==> src/rtl/wr_arbiter_pkg.sv <==
// Purpose: shared worker-result layout and constructor for the WR receive path.
// Latency: n/a (types, constants and a pure function only).
// Backpressure: n/a.
package wr_arbiter_pkg;

  localparam int WORKER_RESULT_WIDTH = 67;

  // Field placement inside one worker result, LSB first.
  localparam int DATA_LSB          = 0;
  localparam int DATA_WIDTH        = 32;
  localparam int COLOR_LSB         = 32;
  localparam int COLOR_WIDTH       = 16;
  localparam int DEST_ADDR_LSB     = 48;
  localparam int DEST_ADDR_WIDTH   = 16;
  localparam int DEST_OPTION_LSB   = 64;
  localparam int DEST_OPTION_WIDTH = 3;

  // Packs {dest_option, dest_addr, color, data} into one worker result.
  function automatic logic [WORKER_RESULT_WIDTH-1:0] make_worker_result(
    input logic [DEST_OPTION_WIDTH-1:0] dest_option,
    input logic [DEST_ADDR_WIDTH-1:0]   dest_addr,
    input logic [COLOR_WIDTH-1:0]       color,
    input logic [DATA_WIDTH-1:0]        data
  );
    logic [WORKER_RESULT_WIDTH-1:0] r;
    r = '0;
    r[DATA_LSB        +: DATA_WIDTH]        = data;
    r[COLOR_LSB       +: COLOR_WIDTH]       = color;
    r[DEST_ADDR_LSB   +: DEST_ADDR_WIDTH]   = dest_addr;
    r[DEST_OPTION_LSB +: DEST_OPTION_WIDTH] = dest_option;
    return r;
  endfunction

endpackage

==> src/rtl/wr_fifo2.sv <==
// Purpose: 2-entry in-order FIFO; head is read straight from storage.
// Latency: a push is visible at the head the cycle after it, when the FIFO was empty.
// Backpressure: caller must not push when full nor pop when empty.
// Ports: clk/rst (sync, active-high), push/push_dat, pop, full, empty, head_dat.
module wr_fifo2 #(
  parameter int W = 8
) (
  input  logic         clk,
  input  logic         rst,
  input  logic         push,
  input  logic [W-1:0] push_dat,
  input  logic         pop,
  output logic         full,
  output logic         empty,
  output logic [W-1:0] head_dat
);

  logic [W-1:0] mem [2];
  logic         wr_ptr;
  logic         rd_ptr;
  logic [1:0]   count;

  always_ff @(posedge clk) begin
    if (rst) begin
      mem[0] <= '0;
      mem[1] <= '0;
      wr_ptr <= 1'b0;
      rd_ptr <= 1'b0;
      count  <= '0;
    end else begin
      // With one entry held, a push lands in the other slot, so the head
      // stays put while the consumer stalls.
      if (push) begin
        mem[wr_ptr] <= push_dat;
        wr_ptr      <= ~wr_ptr;
      end
      if (pop) begin
        rd_ptr <= ~rd_ptr;
      end
      case ({push, pop})
        2'b10:   count <= count + 2'd1;
        2'b01:   count <= count - 2'd1;
        default: count <= count;
      endcase
    end
  end

  assign full     = (count == 2'd2);
  assign empty    = (count == 2'd0);
  assign head_dat = mem[rd_ptr];

endmodule

==> src/rtl/wr_arbiter.sv <==
// Purpose: round-robin merge of NUM_WORKERS worker-result streams into one stream.
// Latency: accept at edge N is on SEND_MU_* after edge N (empty FIFO); 1 result/cycle sustained.
// Backpressure: 2-entry FIFO; worker ready uses only registered occupancy, never SEND_MU_READY.
// Ports: CLK, RST (sync, active-high); RECEIVE_WR_VALID/READY/DATA per worker;
//        SEND_MU_VALID/READY/DATA/SRC merged output; RESULT_COUNT accepted-result total.
module wr_arbiter
  import wr_arbiter_pkg::*;
#(
  parameter  int NUM_WORKERS = 4,
  parameter  int CNT_WIDTH   = 32,
  localparam int W           = WORKER_RESULT_WIDTH,
  localparam int SRC_WIDTH   = $clog2(NUM_WORKERS)
) (
  input  logic                       CLK,
  input  logic                       RST,
  input  logic [NUM_WORKERS-1:0]     RECEIVE_WR_VALID,
  output logic [NUM_WORKERS-1:0]     RECEIVE_WR_READY,
  input  logic [NUM_WORKERS*W-1:0]   RECEIVE_WR_DATA,
  output logic                       SEND_MU_VALID,
  input  logic                       SEND_MU_READY,
  output logic [W-1:0]               SEND_MU_DATA,
  output logic [SRC_WIDTH-1:0]       SEND_MU_SRC,
  output logic [CNT_WIDTH-1:0]       RESULT_COUNT
);

  localparam int CW = SRC_WIDTH + 1;

  logic                   rst_q;       // high during the first cycle after RST falls
  logic [SRC_WIDTH-1:0]   rr;
  logic [CNT_WIDTH-1:0]   result_cnt;
  logic                   grant_vld;
  logic [SRC_WIDTH-1:0]   grant_idx;
  logic [W-1:0]           grant_dat;
  logic                   accept;
  logic                   fifo_full;
  logic                   fifo_empty;
  logic                   fifo_pop;
  logic [SRC_WIDTH+W-1:0] head;

  // Scan rr, rr+1, ... modulo NUM_WORKERS. Walking the offsets from the far
  // end down lets the nearest valid worker overwrite any later candidate.
  always_comb begin : rr_grant
    logic [CW-1:0] cand;
    grant_vld = 1'b0;
    grant_idx = '0;
    for (int k = NUM_WORKERS - 1; k >= 0; k--) begin
      cand = {1'b0, rr} + CW'(k);
      if (cand >= CW'(NUM_WORKERS)) begin
        cand = cand - CW'(NUM_WORKERS);
      end
      if (RECEIVE_WR_VALID[cand[SRC_WIDTH-1:0]]) begin
        grant_vld = 1'b1;
        grant_idx = cand[SRC_WIDTH-1:0];
      end
    end
  end

  always_comb begin
    grant_dat = '0;
    for (int i = 0; i < NUM_WORKERS; i++) begin
      if (grant_idx == SRC_WIDTH'(i)) begin
        grant_dat = RECEIVE_WR_DATA[i*W +: W];
      end
    end
  end

  assign accept = !RST && !rst_q && !fifo_full && grant_vld;

  always_comb begin
    RECEIVE_WR_READY = '0;
    if (accept) begin
      RECEIVE_WR_READY[grant_idx] = 1'b1;
    end
  end

  always_ff @(posedge CLK) begin
    if (RST) begin
      rst_q      <= 1'b1;
      rr         <= '0;
      result_cnt <= '0;
    end else begin
      rst_q <= 1'b0;
      if (accept) begin
        rr         <= (grant_idx == SRC_WIDTH'(NUM_WORKERS - 1)) ? '0 : grant_idx + 1'b1;
        result_cnt <= result_cnt + 1'b1;
      end
    end
  end

  wr_fifo2 #(
    .W (SRC_WIDTH + W)
  ) u_fifo (
    .clk      (CLK),
    .rst      (RST),
    .push     (accept),
    .push_dat ({grant_idx, grant_dat}),
    .pop      (fifo_pop),
    .full     (fifo_full),
    .empty    (fifo_empty),
    .head_dat (head)
  );

  // Outputs read as idle/zero while RST is held, whatever the stale state is.
  assign SEND_MU_VALID = !RST && !fifo_empty;
  assign fifo_pop      = SEND_MU_VALID && SEND_MU_READY;
  assign SEND_MU_DATA  = RST ? '0 : head[W-1:0];
  assign SEND_MU_SRC   = RST ? '0 : head[W +: SRC_WIDTH];
  assign RESULT_COUNT  = RST ? '0 : result_cnt;

endmodule
==> config.mk <==
export PLATFORM = sky130hd
export DESIGN_NAME = wr_arbiter
export DESIGN_NICKNAME = d
export VERILOG_FILES = /design/src/rtl/wr_arbiter_pkg.sv /design/src/rtl/wr_fifo2.sv /design/src/rtl/wr_arbiter.sv
export SDC_FILE = /design/constraint.sdc
export NUM_CORES = 1
export LEC_CHECK = 0
export ABC_AREA = 1
export BUFFER_PORTS_ARGS = -buffer_cell sky130_fd_sc_hd__buf_2
export CAP_MARGIN = 20
export CELL_PAD_IN_SITES_DETAIL_PLACEMENT = 0
export CELL_PAD_IN_SITES_GLOBAL_PLACEMENT = 1
export CORE_MARGIN = 10
export CORE_UTILIZATION = 38
export CTS_CLUSTER_DIAMETER = 200
export DETAILED_ROUTE_END_ITERATION = 10
export PLACE_DENSITY_LB_ADDON = 0.3
export SYNTH_ARGS = -nofsm -noshare
export SYNTH_HDL_FRONTEND = slang
export SYNTH_SLANG_ARGS = --single-unit
==> constraint.sdc <==
create_clock -name CLK -period 5.25 [get_ports CLK]
set_input_delay 0.2625 -clock CLK [delete_from_list [all_inputs] [get_ports CLK]]
set_output_delay 0.2625 -clock CLK [all_outputs]
set_load 0.005 [all_outputs]
==> summary by stage, run 1 <==
Run status
The flow ran to the end, and the final reports show no timing, DRC or antenna violations.

Routing
The number of remaining DRC errors is 0. After detailed routing, the number of vias per cell comes to 4.95. The number of routed nets with antenna violations is 0.

The final layout contains routed wiring with a total length of 38.9 mm. The post-detailed-route wirelength per cell is 17.5 um. Summing over every cut layer, the via total after detailed routing is 11000.

For this block, the initial DRC count from the detailed router was 729. Before antenna repair, the detailed router went through 5 iterations.

Power
The worst ir drop on vdd is 0.224 mV. The total power per unit cell area is 325 nW/um^2. The static leakage power is 6.09 nW.

CTS
TritonCTS built the clock tree. The post-cts repair resize count is 0. Clock tree synthesis inserted a total of 17 buffers.

For this design, the sink count on the clock tree is 178. In this run the clock root is driven by a sky130_fd_sc_hd__clkbuf_16. The total number of H-tree levels is 4.

Buffers added to address setup during post-CTS repair amount to 0. The CTS clock-pin slew for the worst setup and hold paths is 0.07 ns. The clock insertion delay at the later pin of the skew report is 0.43 ns. Buffers inserted to repair hold after CTS numbered 0. The longest clock path from root to sink contains 2 buffers.

STA
The ratio of final minimum period to clock period is 69.4%. The setup total negative slack is 0 ns. The worst slew margin relative to its limit is 30.3%. The routed design could run at a clock period as short as 3.65 ns. The count of endpoints failing hold in the final timing report is 0.

Setup repair after global routing left no endpoint under its margin. After layout, the worst setup slack is 1.60 ns. The maximum clock frequency is 0.274 GHz.

For the final database, setup skew stands at 0.0163 ns. For the pin with the worst max-slew slack, the measured transition is 1.05 ns. Setup violations remaining at the end of the flow were counted as 0. The count of final max-slew check failures came to 0.

Die
The initialized floorplan defines 61 standard-cell rows. The overall die width is 187 um. 381 I/O pins were placed. The effective utilization at floorplan is 38.3%. Measured along the y axis, the die boundary spans 187 um. The die covers 35000 um^2. The core box area is 27700 um^2.

Synthesis
The register area share after synthesis is 46.6%. After synthesis, the cell types taking the most area are sky130_fd_sc_hd__edfxtp_1 39%, sky130_fd_sc_hd__nand2_1 15%, sky130_fd_sc_hd__nor2_1 13%, sky130_fd_sc_hd__o21ai_0 9.9%, sky130_fd_sc_hd__dfxtp_1 7.5%. The post-synthesis instance area is 10600 um^2. Counting instances in the post-synthesis netlist gives the leading cell types as 415 x sky130_fd_sc_hd__nand2_1, 376 x sky130_fd_sc_hd__nor2_1, 210 x sky130_fd_sc_hd__o21ai_0, 138 x sky130_fd_sc_hd__edfxtp_1, 93 x sky130_fd_sc_hd__a21oi_1. The flip-flop and latch count after synthesis is 178. The gate count of the mapped netlist is 1514. The most frequently used flop master after synthesis is sky130_fd_sc_hd__edfxtp_1. The number of nets handed over by synthesis was 1795. The mean instance size in the synthesized netlist is 7.01 um^2. The post-synthesis cell type count is 30. The count of flip-flops with a built-in enable after synthesis is 138.

The synthesized design spends more area on one cell type than any other, namely sky130_fd_sc_hd__edfxtp_1. The most common cell in the synthesized netlist is sky130_fd_sc_hd__nand2_1. In the synthesized netlist the async set-or-reset flop fraction comes to 0%. Summed over its instances, the top area cell type makes up 39.0% of the synthesized netlist area. The Yosys step of the flow raised 0 warnings.

Placement
Including well taps, the total number of placed cells is 2184. The congestion estimate from routability-driven global placement came to 0.865. Prior to clock tree synthesis, the placed netlist has a worst setup slack of 1.77 ns. Buffers placed on the I/O ports in this run total 380. The placed wire-length estimate is 27.1 mm.

Setup path
The type of element launching the critical path is a flip-flop. The data arrival time of the critical path is 3.38 ns. The kind of critical path is reg2out. The origin of the critical flop-to-flop path is rr[0]. At the worst endpoint, the required time is 4.99 ns. Of all nets on the critical path, the largest fanout is 109. Tracing the worst setup path back leads to its startpoint at rr[0]. The endpoint class of the critical path is a primary output.

Global routing
The leftover overflow at the end of global routing is 0. Global routing used 21.4% of the available tracks across all layers. The first-pass GRT wire length is 60.5 mm. The initial antenna violation count is 8. The via count of the first global-routing pass is 10800. Entering global routing, the biggest net connects 110 pins.

Job
The max-capacitance violation count is 0.

Hold path
In this run the most critical hold path is launched from RECEIVE_WR_DATA[214]. The class of the worst hold path is in2reg.

Final layout
Relative to the synthesized area, the layout overhead comes to 25.4%. The number of nets in the layout is 2106. The fraction of final layout cells sized beyond drive strength 1 is 24.2%. The number of non-filler instances in the completed layout is 2222.
==> per-stage QoR <==
stage / total power (W) / hold slack, ns / area [um^2] / util, %
3_3_place_gp: 0.00307 / 0.486 / 12700 / 45.8
6_report: 0.00433 / 0.177 / 13300 / 48.1
3_5_place_dp: 0.00309 / 0.490 / 12700 / 45.9
4_1_cts: 0.00437 / 0.163 / 13300 / 48.0
2_1_floorplan: 0.00258 / 0.290 / 10600 / -
5_1_grt: 0.00461 / 0.202 / 13300 / 48.1
==> sequential cells by signal (all words and copies together) (netlist names), named ones only <==
name,flops
result_cnt,32
rr,2
rst_q,1
u_fifo.count,2
u_fifo.mem,138
u_fifo.rd_ptr,1
u_fifo.wr_ptr,1
==> report_power, final <==
part / switching, W / internal (W)
Combinational: 0.000940 / 0.000437
Sequential: 0.0000287 / 0.00165
Clock: 0.000571 / 0.000711
Total: 0.00154 / 0.00279
==> path summary, 6_finish.rpt <==
check / endpoint / slack (ns) / cells after the start
setup / recovery: RECEIVE_WR_READY[1] / 1.60 / 13
hold / removal: u_fifo.mem[0][13] / 0.18 / 3
setup reg to reg: u_fifo.mem[0][22] / 1.75 / 18
hold reg to reg: result_cnt[10] / 0.50 / 2
==> logic make-up (layout without fill, tap and decap cells) <==
logic type	after synthesis	in the layout	share of synthesized area, %
and+or+nand+nor	843	843	31.0
AOI/OAI and AO/OA	315	315	14.8
DFF	178	178	46.6
buffers and inverters	167	491	6.48
adders and majority gates	6	6	0.707
xor gates and xnor gates	5	5	0.412
other	0	6	0
==> per-layer routing <==
metal	share of wire, %	global-route usage (%)	up-vias	wire (um)
met2	49	36.2	408	19000
met5	0.082	0	-	32
li1	-	-	5552	-
met4	2.2	7.10	4	858
met1	41	25.9	4980	16000
met3	7.7	5.69	47	3010
==> final cells by class <==
class | count | area, um^2
Multi-Input combinational cell | 1169 | 5030
Clock inverter | 13 | 149
Timing Repair Buffer | 394 | 2030
Sequential cell | 178 | 4950
Clock buffer | 19 | 433
Tap cell | 378 | 473
Inverter | 65 | 244
Antenna cell | 6 | 15.0
Fill cell | 2930 | 14400
==> worst max-delay path, cell delays in order (launching register included) <==
cell and delay [ns]:
sky130_fd_sc_hd__dfxtp_1 0.60, sky130_fd_sc_hd__inv_2 0.12, sky130_fd_sc_hd__nand2_1 0.08, sky130_fd_sc_hd__nand2_1 0.07
sky130_fd_sc_hd__nand2_1 0.09, sky130_fd_sc_hd__a21oi_1 0.04, sky130_fd_sc_hd__a21oi_1 0.11, sky130_fd_sc_hd__nand2_1 0.11
sky130_fd_sc_hd__inv_1 0.18, sky130_fd_sc_hd__ha_4 0.82, sky130_fd_sc_hd__buf_4 0.42, sky130_fd_sc_hd__inv_1 0.07
sky130_fd_sc_hd__nor2_1 0.09, sky130_fd_sc_hd__buf_2 0.12
==> cells in the final DEF, fill, tap and decap left out, types with 2 or more instances in the layout <==
master and count:
sky130_fd_sc_hd__diode_2 6, sky130_fd_sc_hd__clkbuf_1 2, sky130_fd_sc_hd__clkbuf_16 17, sky130_fd_sc_hd__inv_6 4, sky130_fd_sc_hd__ha_2 3, sky130_fd_sc_hd__nand2_4 5
sky130_fd_sc_hd__nand3_1 28, sky130_fd_sc_hd__nand2_1 412, sky130_fd_sc_hd__ha_1 2, sky130_fd_sc_hd__nor4_1 2, sky130_fd_sc_hd__inv_1 59, sky130_fd_sc_hd__nor3_1 4
sky130_fd_sc_hd__clkinv_4 2, sky130_fd_sc_hd__xor2_1 5, sky130_fd_sc_hd__buf_2 380, sky130_fd_sc_hd__o21ai_0 210, sky130_fd_sc_hd__bufinv_16 2, sky130_fd_sc_hd__nor2_1 376
sky130_fd_sc_hd__nand4_1 8, sky130_fd_sc_hd__a21oi_1 93, sky130_fd_sc_hd__inv_2 6, sky130_fd_sc_hd__edfxtp_1 138, sky130_fd_sc_hd__dfxtp_1 39, sky130_fd_sc_hd__buf_4 13
sky130_fd_sc_hd__clkinvlp_4 2, sky130_fd_sc_hd__o21ai_1 12
Power figures use the tool's default switching activity.
==> run 2, diff against run 1 <==
--- a/config.mk
+++ b/config.mk
@@ -11,7 +11,7 @@
 export CELL_PAD_IN_SITES_DETAIL_PLACEMENT = 0
 export CELL_PAD_IN_SITES_GLOBAL_PLACEMENT = 1
 export CORE_MARGIN = 10
-export CORE_UTILIZATION = 38
+export CORE_UTILIZATION = 35
 export CTS_CLUSTER_DIAMETER = 200
 export DETAILED_ROUTE_END_ITERATION = 10
 export PLACE_DENSITY_LB_ADDON = 0.3
==> constraint.sdc (replaced) <==
create_clock -name CLK -period 3.6 [get_ports CLK]
set_input_delay 0.18 -clock CLK [delete_from_list [all_inputs] [get_ports CLK]]
set_output_delay 0.18 -clock CLK [all_outputs]
set_load 0.005 [all_outputs]
==> summary by stage, run 2 (synthesis results as in run 1) <==
Run status
Outcome: completed (unchanged).

Power
The total power per unit cell area was 478 nW/um^2 (was 325 nW/um^2). The static leakage power came to 6.18 nW (was 6.09 nW). The total power draw is 0.00645 W (was 0.00433 W).

The worst ir drop on vdd was 0.308 mV (was 0.224 mV).

CTS
The CTS clock-pin slew for the worst setup and hold paths was 0.08 ns (was 0.07 ns). The number of buffers created by CTS is 17 (unchanged). The CTS root buffer is sky130_fd_sc_hd__clkbuf_16 (unchanged). The total number of H-tree levels came to 4 (unchanged). The number of post-CTS setup repair buffers is 0 (unchanged). The clock tree from TritonCTS is yes (unchanged). The total number of clock tree sinks was 178 (unchanged). The clock insertion delay at the later pin of the skew report is 0.43 ns (about the same). The maximum buffer depth of the clock tree came to 2 (unchanged).

Job
The max-capacitance violation count is 0 (unchanged).

Setup path
The type of element launching the critical path is a flip-flop (unchanged). The endpoint of the worst-slack reg-to-reg timing path is u_fifo.mem[1][5] (was u_fifo.mem[0][22]). The largest fanout on the critical path is 68 (was 109). The endpoint class of the critical path is a primary output (unchanged). The origin of the critical flop-to-flop path is rr[0] (unchanged). The buffering stage count on the worst path with inverters included is 6 (was 5). The endpoint of the most critical setup path is RECEIVE_WR_READY[2] (was RECEIVE_WR_READY[1]). Chain of cells forming the critical path: inv_2 -> nand2_1 -> nand2_1 -> o21ai_0 -> inv_1 -> nand3_1 -> nand2_1 -> inv_1 -> ha_4 -> inv_2 -> buf_12 -> nor2_1 -> buf_2 (was inv_2 -> nand2_1 -> nand2_1 -> nand2_1 -> a21oi_1 -> a21oi_1 -> nand2_1 -> inv_1 -> ha_4 -> buf_4 -> inv_1 -> nor2_1 -> buf_2).

The data arrival time of the critical path is 3.12 ns (was 3.38 ns). The most frequent cell on the critical path is sky130_fd_sc_hd__nand2_1 (unchanged). The kind of critical path is reg2out (unchanged). The family of cells with the greatest summed delay on the critical path was buffers and inverters (unchanged). The internal reg-to-reg setup slack is 0.34 ns (was 1.75 ns). The number of logic stages on the critical path including buffering is 13 (unchanged). The cell with the biggest individual delay on the critical path is sky130_fd_sc_hd__dfxtp_1 (was sky130_fd_sc_hd__ha_4). The worst reg2reg path depth is 16 (was 18). The launching instance or port of the critical path is rr[0] (unchanged). The longest individual stage delay on the worst path is 0.60 ns (was 0.82 ns). The required time of the critical path is 3.42 ns (was 4.99 ns).

Global routing
The aggregate global-route resource usage is 20.4% (was 21.4%). The first-pass GRT wire length is 62.1 mm (was 60.5 mm). The initial antenna violation count is 4 (was 8). The via count of the first global-routing pass came to 10900 (was 10800). The leftover overflow at the end of global routing came to 0 (unchanged). The maximum number of pins on one net before global-route repair is 71 (was 110).

STA
Static timing analysis puts the maximum clock frequency at 0.303 GHz. The maximum clock skew at final layout is 0.0170 ns (was 0.0163 ns). The final critical-path setup slack is 0.303 ns (was 1.60 ns).

The ratio of final minimum period to clock period is 91.6%. The number of failing setup endpoints in the final timing report was 0 (unchanged). RSZ-0062 raised after global routing: false (unchanged).

The setup total negative slack came to 0 ns (unchanged). The final critical-path required period is 3.30 ns. The count of endpoints failing hold in the final timing report is 0 (unchanged). The transition time of the tightest slew-check pin is 1.05 ns (about the same). The worst slew margin relative to its limit is 30.2% (was 30.3%). The count of final max-slew check failures came to 0 (unchanged).

Final layout
Commonest non-fill, non-tap cells in the layout: 412 x sky130_fd_sc_hd__nand2_1, 380 x sky130_fd_sc_hd__buf_2, 376 x sky130_fd_sc_hd__nor2_1 (unchanged). The number of non-filler instances in the completed layout is 2239 (was 2222). Leading registers by flop count: u_fifo.mem: 138 flops, result_cnt: 32 flops (unchanged). The leading cell type in the layout, fill and taps excluded was sky130_fd_sc_hd__nand2_1 (unchanged). The number of nets in the layout came to 2115 (was 2106). The core utilization of the finished layout is 45.3% (was 48.1%). The flip-flop count of the largest register, all copies and words added is 138 (unchanged).

The area overhead of the layout relative to synthesis is 27.1% (was 25.4%). The register ranked first by flip-flop count is u_fifo.mem (unchanged). The fraction of final layout cells sized beyond drive strength 1 was 24.6% (was 24.2%).

Routing
The total wirelength of the detailed-routed design came to 40.3 mm (was 38.9 mm). The routed via count was 11000 (about the same). The number of detailed-routing iterations run before antenna repair is 5 (unchanged). The post-detailed-route wirelength per cell is 18.0 um (was 17.5 um). The average via count per standard cell was 4.90 (was 4.95). The number of remaining DRC errors is 0 (unchanged). The iteration-0 DRC count of the detailed router came to 663 (was 729). The number of routed nets with antenna violations is 0 (unchanged).

Placement
The worst slack at placement is 0.221 ns (was 1.77 ns). The placed wire-length estimate is 28.9 mm (was 27.1 mm). The routability congestion estimate from global placement is 0.840 (was 0.865). The number of buffers inserted by port buffering is 380 (unchanged). The post-placement cell count is 2204 (was 2184).

Die
The core box area is 29800 um^2 (was 27700 um^2). The I/O pin total came to 381 (unchanged). The overall die width is 194 um (was 187 um).

The total number of placement rows was 63 (was 61). The floorplan die area is 37700 um^2 (was 35000 um^2). The die extent in y is 194 um (was 187 um). The effective utilization at floorplan was 35.6% (was 38.3%).

Hold path
The class of the worst hold path is in2reg (unchanged).
run 2: cell types whose count changed in the layout (fill, tap and decap cells not counted), sizes merged:
cell         change
buf              +8
dlygate4sd3      +1
inv              +4
clkinv           +1
clkbuf           -2
clkinvlp         -3
diode            -4
run 2: tightest hold or removal path, cell delays in order:
cell and delay [ns]:
sky130_fd_sc_hd__buf_2 0.08, sky130_fd_sc_hd__o21ai_1 0.06, sky130_fd_sc_hd__nor2_1 0.09
run 2: layout make-up:
type | instances | area [um^2]
inverter | 65 | 244
sequential | 178 | 4950
timing repair buffer | 403 | 2140
fill | 3159 | 16300
antenna | 2 | 5.00
tap | 390 | 488
clock inverter | 15 | 206
clock buffer | 17 | 425
multi-input combinational | 1169 | 5040
run 2: worst min-delay path by stage:
stage | startpoint | end | slack (ns) | cells after the start
detailed placement | RST | rst_q | 0.41 | 1
global route | RECEIVE_WR_DATA[214] | u_fifo.mem[1][13] | 0.09 | 3
finish | RECEIVE_WR_DATA[214] | u_fifo.mem[0][13] | 0.09 | 3
CTS | RECEIVE_WR_DATA[214] | u_fifo.mem[1][13] | 0.06 | 3
floorplan | RST | rst_q | 0.21 | 0
global placement | RST | rst_q | 0.40 | 1
run 2: metrics by stage:
stage | hold slack [ns] | area [um^2]
after floorplan | 0.208 | 10600
after global placement | 0.404 | 12800
after detailed placement | 0.406 | 12800
after CTS | 0.0615 | 13500
after global routing | 0.0860 | 13500
final | 0.0874 | 13500
run 2: where the power goes:
part | total, W | internal [W] | switching, W | leakage (nW)
registers | 0.00244 | 0.00240 | 0.0000423 | 1.77
clock network | 0.00200 | 0.00108 | 0.000921 | 0.311
logic | 0.00202 | 0.000662 | 0.00136 | 4.10
run 2: routing by layer:
layer | track usage (%) | wire (um)
met1 | 24.3 | 16900
met2 | 35.8 | 20200
met3 | 5.69 | 2890
met4 | 4.63 | 341
met5 | 0 | 13
run 2: timing repair:
| item | 4_1_cts | 5_1_grt |
|---|---|---|
| gates resized for setup | 0 | 2 |
| endpoints found under the setup margin | 0 | 112 |
| hold endpoints to repair | 1 | 0 |
| hold buffers | 1 | 0 |
